## config.mk

```make
export PLATFORM = sky130hd
export DESIGN_NAME = write_to_ddr3_flat
export DESIGN_NICKNAME = d
export VERILOG_FILES = /design/src/rtl/write_to_ddr3_if.sv /design/src/rtl/write_to_ddr3.sv /design/src/flat_wrapper.sv
export SDC_FILE = /design/constraint.sdc
export NUM_CORES = 1
export LEC_CHECK = 0
export ABC_AREA = 1
export CELL_PAD_IN_SITES_DETAIL_PLACEMENT = 0
export CELL_PAD_IN_SITES_GLOBAL_PLACEMENT = 1
export CORE_AREA = 2 2 201 203
export DETAILED_ROUTE_END_ITERATION = 10
export DIE_AREA = 0 0 203 205
export DONT_BUFFER_PORTS = 1
export GPL_TIMING_DRIVEN = 0
export PLACE_DENSITY = 0.64
export SLEW_MARGIN = 20
export SYNTH_ARGS = -nofsm -noshare
export SYNTH_HDL_FRONTEND = slang
export SYNTH_SLANG_ARGS = --single-unit
```

## constraint.sdc

```tcl
create_clock -name ddr3_clk -period 2.11 [get_ports ddr3_clk]
set_clock_uncertainty 0.1 [all_clocks]
set_input_delay 0.3165 -clock ddr3_clk [delete_from_list [all_inputs] [get_ports ddr3_clk]]
set_output_delay 0.3165 -clock ddr3_clk [all_outputs]
set_load 0.005 [all_outputs]
```

## src/rtl/write_to_ddr3_if.sv

```systemverilog
// Avalon-MM write channel between the frame writer and the DDR3 controller.
interface write_to_ddr3_if;
  logic         ddr3_avl_ready;
  logic         ddr3_avl_burstbegin;
  logic         ddr3_avl_write_req;
  logic [2:0]   ddr3_avl_size;
  logic [25:0]  ddr3_avl_addr;
  logic [127:0] ddr3_avl_wdata;
  logic [15:0]  ddr3_avl_be;

  modport master (
    input  ddr3_avl_ready,
    output ddr3_avl_burstbegin, ddr3_avl_write_req, ddr3_avl_size,
           ddr3_avl_addr, ddr3_avl_wdata, ddr3_avl_be
  );

  modport slave (
    output ddr3_avl_ready,
    input  ddr3_avl_burstbegin, ddr3_avl_write_req, ddr3_avl_size,
           ddr3_avl_addr, ddr3_avl_wdata, ddr3_avl_be
  );
endinterface

```

## src/rtl/write_to_ddr3.sv

```systemverilog
// Ping-pong frame writer: drains a show-ahead FIFO into two DDR3 frame buffers
// as 4-beat bursts, plus a single-word test-write path.
module write_to_ddr3 #(
  parameter int IMAGE_WIDTH      = 1280,
  parameter int IMAGE_HEIGHT     = 1024,
  parameter int BURSTS_PER_FRAME = (IMAGE_WIDTH*IMAGE_HEIGHT)>>2
) (
  input  logic           ddr3_clk,
  input  logic           ddr3_reset_n,
  input  logic [127:0]   src_fifo_data,
  input  logic           src_burst_avail,
  output logic           src_fifo_rd,
  input  logic [25:0]    ddr3_buffer0_offset,
  input  logic [25:0]    ddr3_buffer1_offset,
  input  logic           clear_buffer0,
  input  logic           clear_buffer1,
  output logic           ddr3_buffer0_full,
  output logic           ddr3_buffer1_full,
  input  logic           test_wr,
  input  logic [25:0]    test_addr,
  input  logic [127:0]   test_wr_data,
  output logic           test_wr_done,
  write_to_ddr3_if.master avl
);
  localparam int BCW = (BURSTS_PER_FRAME > 1) ? $clog2(BURSTS_PER_FRAME) : 1;
  localparam logic [BCW-1:0] LAST_BURST = BCW'(BURSTS_PER_FRAME - 1);

  typedef enum logic [1:0] {IDLE, TEST_WRITE, WAIT_DATA, WRITE_BURST} state_t;

  state_t         state, state_nxt;
  logic           buf_sel;
  logic [BCW-1:0] burst_cnt;
  logic [1:0]     beat_cnt;
  logic [1:0]     full;
  logic [1:0]     clr;
  logic [25:0]    addr_r;
  logic [2:0]     size_r;
  logic [127:0]   test_data_r;
  logic           sel_free, accept, burst_done, frame_done;

  assign clr        = {clear_buffer1, clear_buffer0};
  // A clear arriving this cycle already frees the buffer, so the stall ends immediately.
  assign sel_free   = !full[buf_sel] || clr[buf_sel];
  assign accept     = avl.ddr3_avl_write_req && avl.ddr3_avl_ready;
  assign burst_done = (state == WRITE_BURST) && accept && (beat_cnt == 2'd3);
  assign frame_done = burst_done && (burst_cnt == LAST_BURST);

  assign ddr3_buffer0_full = full[0];
  assign ddr3_buffer1_full = full[1];
  assign avl.ddr3_avl_addr = addr_r;
  assign avl.ddr3_avl_size = size_r;
  assign avl.ddr3_avl_be   = 16'hFFFF;

  always_comb begin
    state_nxt               = state;
    avl.ddr3_avl_write_req  = 1'b0;
    avl.ddr3_avl_burstbegin = 1'b0;
    avl.ddr3_avl_wdata      = '0;
    src_fifo_rd             = 1'b0;
    case (state)
      IDLE: begin
        if (test_wr)       state_nxt = TEST_WRITE;
        else if (sel_free) state_nxt = WAIT_DATA;
      end
      TEST_WRITE: begin
        avl.ddr3_avl_write_req  = 1'b1;
        avl.ddr3_avl_burstbegin = 1'b1;
        avl.ddr3_avl_wdata      = test_data_r;
        if (avl.ddr3_avl_ready) state_nxt = IDLE;
      end
      WAIT_DATA: begin
        if (src_burst_avail) state_nxt = WRITE_BURST;
      end
      WRITE_BURST: begin
        avl.ddr3_avl_write_req  = 1'b1;
        avl.ddr3_avl_burstbegin = (beat_cnt == 2'd0);
        avl.ddr3_avl_wdata      = src_fifo_data;
        src_fifo_rd             = avl.ddr3_avl_ready;
        if (burst_done) state_nxt = frame_done ? IDLE : WAIT_DATA;
      end
      default: state_nxt = IDLE;
    endcase
  end

  always_ff @(posedge ddr3_clk or negedge ddr3_reset_n) begin
    if (!ddr3_reset_n) begin
      state        <= IDLE;
      buf_sel      <= 1'b0;
      burst_cnt    <= '0;
      beat_cnt     <= '0;
      addr_r       <= '0;
      size_r       <= '0;
      test_data_r  <= '0;
      test_wr_done <= 1'b0;
    end else begin
      state        <= state_nxt;
      test_wr_done <= (state == TEST_WRITE) && avl.ddr3_avl_ready;
      case (state)
        IDLE: begin
          if (test_wr) begin
            addr_r      <= test_addr;
            test_data_r <= test_wr_data;
            size_r      <= 3'd1;
          end else if (sel_free) begin
            // Offsets are captured only here, so mid-frame changes wait for the next frame.
            addr_r    <= buf_sel ? ddr3_buffer1_offset : ddr3_buffer0_offset;
            size_r    <= 3'd4;
            burst_cnt <= '0;
          end
        end
        WAIT_DATA: if (src_burst_avail) beat_cnt <= '0;
        WRITE_BURST: begin
          if (accept) beat_cnt <= beat_cnt + 2'd1;
          if (frame_done) begin
            buf_sel <= ~buf_sel;
          end else if (burst_done) begin
            addr_r    <= addr_r + 26'd4;
            burst_cnt <= burst_cnt + 1'b1;
          end
        end
        default: ;
      endcase
    end
  end

  // Frame completion beats a coincident clear on the same buffer.
  always_ff @(posedge ddr3_clk or negedge ddr3_reset_n) begin
    if (!ddr3_reset_n) begin
      full <= '0;
    end else begin
      for (int i = 0; i < 2; i++) begin
        if (frame_done && (buf_sel == i[0])) full[i] <= 1'b1;
        else if (clr[i])                     full[i] <= 1'b0;
      end
    end
  end
endmodule
```

## src/flat_wrapper.sv

```systemverilog
// flat-port wrapper written by rule: the top's interface ports become plain ports
module write_to_ddr3_flat 
#(
  parameter int IMAGE_WIDTH      = 1280,
  parameter int IMAGE_HEIGHT     = 1024,
  parameter int BURSTS_PER_FRAME = (IMAGE_WIDTH*IMAGE_HEIGHT)>>2
)
  (ddr3_clk, ddr3_reset_n, src_fifo_data, src_burst_avail, src_fifo_rd, ddr3_buffer0_offset, ddr3_buffer1_offset, clear_buffer0, clear_buffer1, ddr3_buffer0_full, ddr3_buffer1_full, test_wr, test_addr, test_wr_data, test_wr_done, avl_ddr3_avl_ready, avl_ddr3_avl_burstbegin, avl_ddr3_avl_write_req, avl_ddr3_avl_size, avl_ddr3_avl_addr, avl_ddr3_avl_wdata, avl_ddr3_avl_be);
  write_to_ddr3_if avl_i ();
  input  logic ddr3_clk;
  input  logic ddr3_reset_n;
  input  logic [127:0] src_fifo_data;
  input  logic src_burst_avail;
  output logic src_fifo_rd;
  input  logic [25:0] ddr3_buffer0_offset;
  input  logic [25:0] ddr3_buffer1_offset;
  input  logic clear_buffer0;
  input  logic clear_buffer1;
  output logic ddr3_buffer0_full;
  output logic ddr3_buffer1_full;
  input  logic test_wr;
  input  logic [25:0] test_addr;
  input  logic [127:0] test_wr_data;
  output logic test_wr_done;
  input wire logic [$bits(avl_i.ddr3_avl_ready)-1:0] avl_ddr3_avl_ready;
  output wire logic [$bits(avl_i.ddr3_avl_burstbegin)-1:0] avl_ddr3_avl_burstbegin;
  output wire logic [$bits(avl_i.ddr3_avl_write_req)-1:0] avl_ddr3_avl_write_req;
  output wire logic [$bits(avl_i.ddr3_avl_size)-1:0] avl_ddr3_avl_size;
  output wire logic [$bits(avl_i.ddr3_avl_addr)-1:0] avl_ddr3_avl_addr;
  output wire logic [$bits(avl_i.ddr3_avl_wdata)-1:0] avl_ddr3_avl_wdata;
  output wire logic [$bits(avl_i.ddr3_avl_be)-1:0] avl_ddr3_avl_be;
  assign avl_i.ddr3_avl_ready = avl_ddr3_avl_ready;
  assign avl_ddr3_avl_burstbegin = avl_i.ddr3_avl_burstbegin;
  assign avl_ddr3_avl_write_req = avl_i.ddr3_avl_write_req;
  assign avl_ddr3_avl_size = avl_i.ddr3_avl_size;
  assign avl_ddr3_avl_addr = avl_i.ddr3_avl_addr;
  assign avl_ddr3_avl_wdata = avl_i.ddr3_avl_wdata;
  assign avl_ddr3_avl_be = avl_i.ddr3_avl_be;
  write_to_ddr3 #(.IMAGE_WIDTH(IMAGE_WIDTH), .IMAGE_HEIGHT(IMAGE_HEIGHT), .BURSTS_PER_FRAME(BURSTS_PER_FRAME)) u_core (.ddr3_clk(ddr3_clk), .ddr3_reset_n(ddr3_reset_n), .src_fifo_data(src_fifo_data), .src_burst_avail(src_burst_avail), .src_fifo_rd(src_fifo_rd), .ddr3_buffer0_offset(ddr3_buffer0_offset), .ddr3_buffer1_offset(ddr3_buffer1_offset), .clear_buffer0(clear_buffer0), .clear_buffer1(clear_buffer1), .ddr3_buffer0_full(ddr3_buffer0_full), .ddr3_buffer1_full(ddr3_buffer1_full), .test_wr(test_wr), .test_addr(test_addr), .test_wr_data(test_wr_data), .test_wr_done(test_wr_done), .avl(avl_i));
endmodule
```

[Word-level counts from Yosys, hierarchy flattened]
Index checks and enable logic that the tools add are counted.
Storage, ports and cells
  register bits: 184
  input bits: 341
  output and inout port bits: 179
Cells by class
  $add $sub $neg: 3
  magnitude comparators: 1
  eq/ne operators: 13
  multiplexer cells: 35
  bitwise logic cells: 1
  reductions and logical operators: 24
Operators with widths (number)
  one-hot mux 128 bit (2 select lines): 1
  2-to-1 mux 26 bit: 5
  2-to-1 mux 19 bit: 4
  one-hot mux 26 bit (2 select lines): 1
  one-hot mux 19 bit (2 select lines): 1
  adder 26 x 3 -> 26 bit (second input constant): 1
  adder 19 x 1 -> 19 bit (second input constant): 1
  equality test 19 bit (second input constant): 1
  2-to-1 mux 2 bit: 8
  2-to-1 mux 1 bit: 10
  nonzero test 2 bit: 5
  inequality test 2 bit (second input constant): 4
  one-hot mux 2 bit (4 select lines): 1
  AND reduction 4 bit: 2
  logical AND 1 bit: 7
  equality test 2 bit (second input constant): 3
  2-to-1 mux 3 bit: 2
  inequality test 2 x 1 -> 1 bit (second input constant): 3
  AND reduction 2 bit: 3
  AND reduction 5 bit: 1
  zero test 2 bit: 2
  one-hot mux 2 bit (2 select lines): 1
  inequality test 3 x 2 -> 1 bit (second input constant): 1
  AND reduction 3 bit: 1
  other kinds (8): 8

[Depth between registers and ports, before layout]
  depth after elaboration: 10
  mapped depth: 12

[Least setup slack after synthesis]
Ideal clock, no wire load.
  kind: register to output
  start: reg u_core.state[1]
  end: out avl_ddr3_avl_wdata[0]
  data arrival time: 1.425 ns
  data required time: 1.694 ns
  setup slack: 0.269 ns
  stages on the path, launching flop included: 6
  cell sequence: dfrtp_1 > inv_1 > ha_1 > clkbuf_1 > clkbuf_1 > a22o_1
On the way
  longest elaborated chain between the ends: 2
  elaborated cells between the ends (all ways): 3
  those cells by class: eq/ne: 2; mux: 1
RTL lines
  start, declared: RTL line write_to_ddr3.sv:30  | state_t state, state_nxt;
  start signal, assigned: RTL line write_to_ddr3.sv:96  | state <= state_nxt;
  equality test 2 bit / equality test 2 x 1 -> 1 bit (equally long branches): RTL line write_to_ddr3.sv:60  | case (state)
  one-hot mux 128 bit (2 select lines) *: RTL line write_to_ddr3.sv:60
  end, declared: RTL line flat_wrapper.sv:30  | output wire logic [$bits(avl_i.ddr3_avl_wdata)-1:0] avl_ddr3_avl_wdata;
Mark *: on every way between the ends. The rest lies on a longest branch, timed or not.

[Worst setup path after layout]
  start: reg u_core.state[1]
  end: out avl_ddr3_avl_wdata[52]
The elaborated chain is that of the path after synthesis.

==> metrics.md <==
| Metric | Value |
|---|---|
| Status | `finished, violations left` |
| Failing checks | `negative hold slack, negative setup slack` |
| Mapped Area | `10300 um^2` |
| Pin count of the biggest net entering global routing | `184` |
| Tot GR Track Use | `23.2%` |
| Worst Path Max Fanout | `10` |
| PD cells | `1480 nW/um^2` |
| DR WL met3 | `3080 um` |
| CTS Root Cell | `clkbuf_16` |
| Leakage | `6.89 nW` |
| Post-placement cell area | `11000 um^2` |
| Post-synth top flop | `dfrtp_1` |
| Wl on met1 | `19400 um` |
| First-pass GRT wire length | `69200 um` |
| Clk buf depth | `2` |
| Min cycle time layout | `2.28 ns` |
| VDD IR max | `0.694 mV` |
| Worst EP arrival | `1.86 ns` |
| Clock sink total | `183` |
| Final nets | `1899` |
| Syn Area/Cell | `7.59 um^2` |
| Top layer in use | `met4` |
| Worst-Margin Slew | `0.727 ns` |
| CP max stage delay | `0.41 ns` |
| CTS buffer count | `17` |
| Die H | `205 um` |
| Port Buf Inserts | `0` |
| H-tree depth | `4` |
| Core ar. | `39400 um^2` |
| Number of setup violations in the final report | `128` |
| Post-synth ARST share | `100%` |
| Via count | `10297` |
| Die Width | `203 um` |
| Final-report hold violation count | `183` |
| R2r startpoint | `u_core.state[1]` |
| Layout cells sized above 1 | `13.6%` |
| RSZ-0062 raised after global routing | `yes` |
| Initial antenna violation count | `3` |
| Design Area, Final | `14100 um^2` |
| WL/cell | `24.1 um` |
| CP startpoint | `u_core.state[1]` |
| Slew Viols, Final | `0` |
| DP Worst Slack | `-0.946 ns` |
| Most common cell after layout, fill and taps aside | `nand2_1` |
| Synth Instances | `1355` |
| Worst-Skew Late Latency | `0.46 ns` |
| Initial core utilization | `26.1%` |
| Min-Delay Path Class | `input port to asynchronous set/reset pin` |
| Hold buffer count at cts | `131` |
| Initial DRT Pass Iterations | `7` |
| Drt total wl | `50500 um` |
| Residual DRC | `0` |
| Met2 routed WL | `26400 um` |
| Antenna Nets Post-Route | `0` |
| Slowest stage cell, crit path | `dfrtp_1` |
| Detailed Route Iter0 Violations | `708` |
| Register area share after synthesis | `44.5%` |
| Top-Level Pins | `520` |
| CP Data Required Time | `1.69 ns` |
| #FFs+latches synth | `183` |
| Vias per inst | `4.92` |
| Upper clock frequency limit | `438 MHz` |
| Gr ovfl total | `0` |
| Hold Worst Slack | `-0.545 ns` |
| Final period utilization | `108%` |
| Vias in the first global route | `10307` |
| CTS tree | `yes` |
| Commonest cells after routing, fill and taps aside | `nand2_1, dfrtp_1, dlygate4sd3_1` |
| Worst-path cell chain | `ha_2 > buf_12 > clkbuf_16 > clkbuf_8 > a22o_1` |
| P&R area growth vs syn | `37.3%` |
| Final WS setup | `-0.171 ns` |
| Rows | `73` |
| Worst-path clk slew | `0.08 ns` |
| Filler Cells Inserted | `4159` |
| Critical Path End Type | `output port` |
| Slew HR | `51.6%` |
| Max-capacitance violation count | `0` |
| Critical path type | `flip-flop to output port` |
| Number of synthesized flops with an enable pin | `0` |
| Synth cell types | `38` |
| Synth warnings | `0` |
| Critical path launch point type | `flip-flop` |
| GP Congestion | `0.922` |
| Die Area | `41600 um^2` |
| Post-DP HPWL | `34700 um` |
[sequential cells by signal, indices dropped and copies added (netlist names)]
name                      cells
u_core.state                  2
u_core.burst_cnt             19
u_core.avl.ddr3_avl_addr     26
u_core.avl.ddr3_avl_size      2
u_core.test_wr_done           1
u_core.buf_sel                1
u_core.test_data_r          128
u_core.full                   2
u_core.beat_cnt               2
[critical path: cells and delay by family, from the launching register on]
family	cells	cell delay, ns
buffers and inverters	3	0.51
AO/OA/AOI/OAI	1	0.28
adder cells (fa/ha/maj)	1	0.20
flip-flops	1	0.41
[power breakdown]
group          leakage [nW]  switching, W  internal [W]  total, W
registers              2.30       0.00148       0.00497   0.00645
clock network         0.278       0.00162       0.00170   0.00332
logic                  4.31       0.00626       0.00479    0.0110
total                  6.89       0.00936        0.0115    0.0208
[cells in the mapped netlist, types with 6 or more instances]
master / n / share of area, %
nand2_1: 628 / 23
dfrtp_1: 183 / 45
a22o_1: 128 / 11
clkbuf_1: 58 / 2.1
inv_1: 54 / 2.0
nor2_1: 53 / 1.9
nand3_1: 52 / 2.5
o21ai_0: 34 / 1.7
a21oi_1: 32 / 1.6
buf_4: 18 / 1.3
buf_2: 14 / 0.68
o211ai_1: 12 / 0.88
xor2_1: 11 / 0.94
ha_1: 9 / 1.1
a21oi_2: 6 / 0.51
nor2_2: 6 / 0.37
[final cells by class]
type,count,area (um^2),area share (%)
diodes,4,10.0,0.0709
plain buffers,96,1050,7.42
clock buffers,20,447,3.16
clock inverters,12,136,0.966
inverters,58,228,1.61
multi-input cells,1030,5230,37.1
flip-flops and latches,183,4580,32.5
well taps,525,657,4.65
repair buffers,163,1780,12.6
[cells by family (layout without fill, tap and decap cells)]
family                     count (synthesis)  in the layout  share of synthesized area (%)
AOI/OAI and AO/OA                        226            226                           16.5
other                                      2             21                         0.0730
DFF                                      183            183                           44.5
muxes                                      1              1                         0.0974
xor gates and xnor gates                  16             16                           1.36
buffers and inverters                    157            349                           6.88
adders and majority gates                  9              9                           1.10
and+or+nand+nor                          761            761                           29.4
[layer usage]
layer  track usage, %  up-vias
met1             26.1     4946
met4             8.81        0
li1                 -     4787
met5                0        -
met3             5.25       78
met2             42.6      486
[per-stage QoR]
| stage | power [W] | util, % | TNS (ns) | instances |
|---|---|---|---|---|
| final | 0.0208 | 35.9 | -16.44 | 2091 |
| after CTS | 0.0205 | 35.3 | -21.54 | 2077 |
| after floorplan | 0.0114 | - | 0 | 1370 |
| after global routing | 0.0220 | 35.8 | -26.36 | 2090 |
| after global placement | 0.0144 | 27.9 | -119.76 | 1895 |
| after detailed placement | 0.0145 | 27.9 | -125.88 | 1895 |
[path summary, 6_finish.rpt]
check,to,cells past startpoint,slack [ns]
worst max-delay path,avl_ddr3_avl_wdata[52],5,-0.17
worst min-delay path,u_core.avl.ddr3_avl_addr[11],0,-0.55
worst max register to register,u_core.burst_cnt[13],11,0.10
worst min register to register,u_core.test_data_r[3],2,0.39
max in group asynchronous,u_core.test_data_r[38],0,2.17
min in group ddr3_clk,u_core.avl.ddr3_avl_addr[1],2,0.01
[repair_timing]
item,in CTS,in global routing
gates cloned,16,3
pin swaps,21,9
endpoints found under the hold margin,314,183
endpoints found under the setup margin,265,252
resized for setup,154,43
setup buffers,5,8
(Power assumes the default switching activity.)
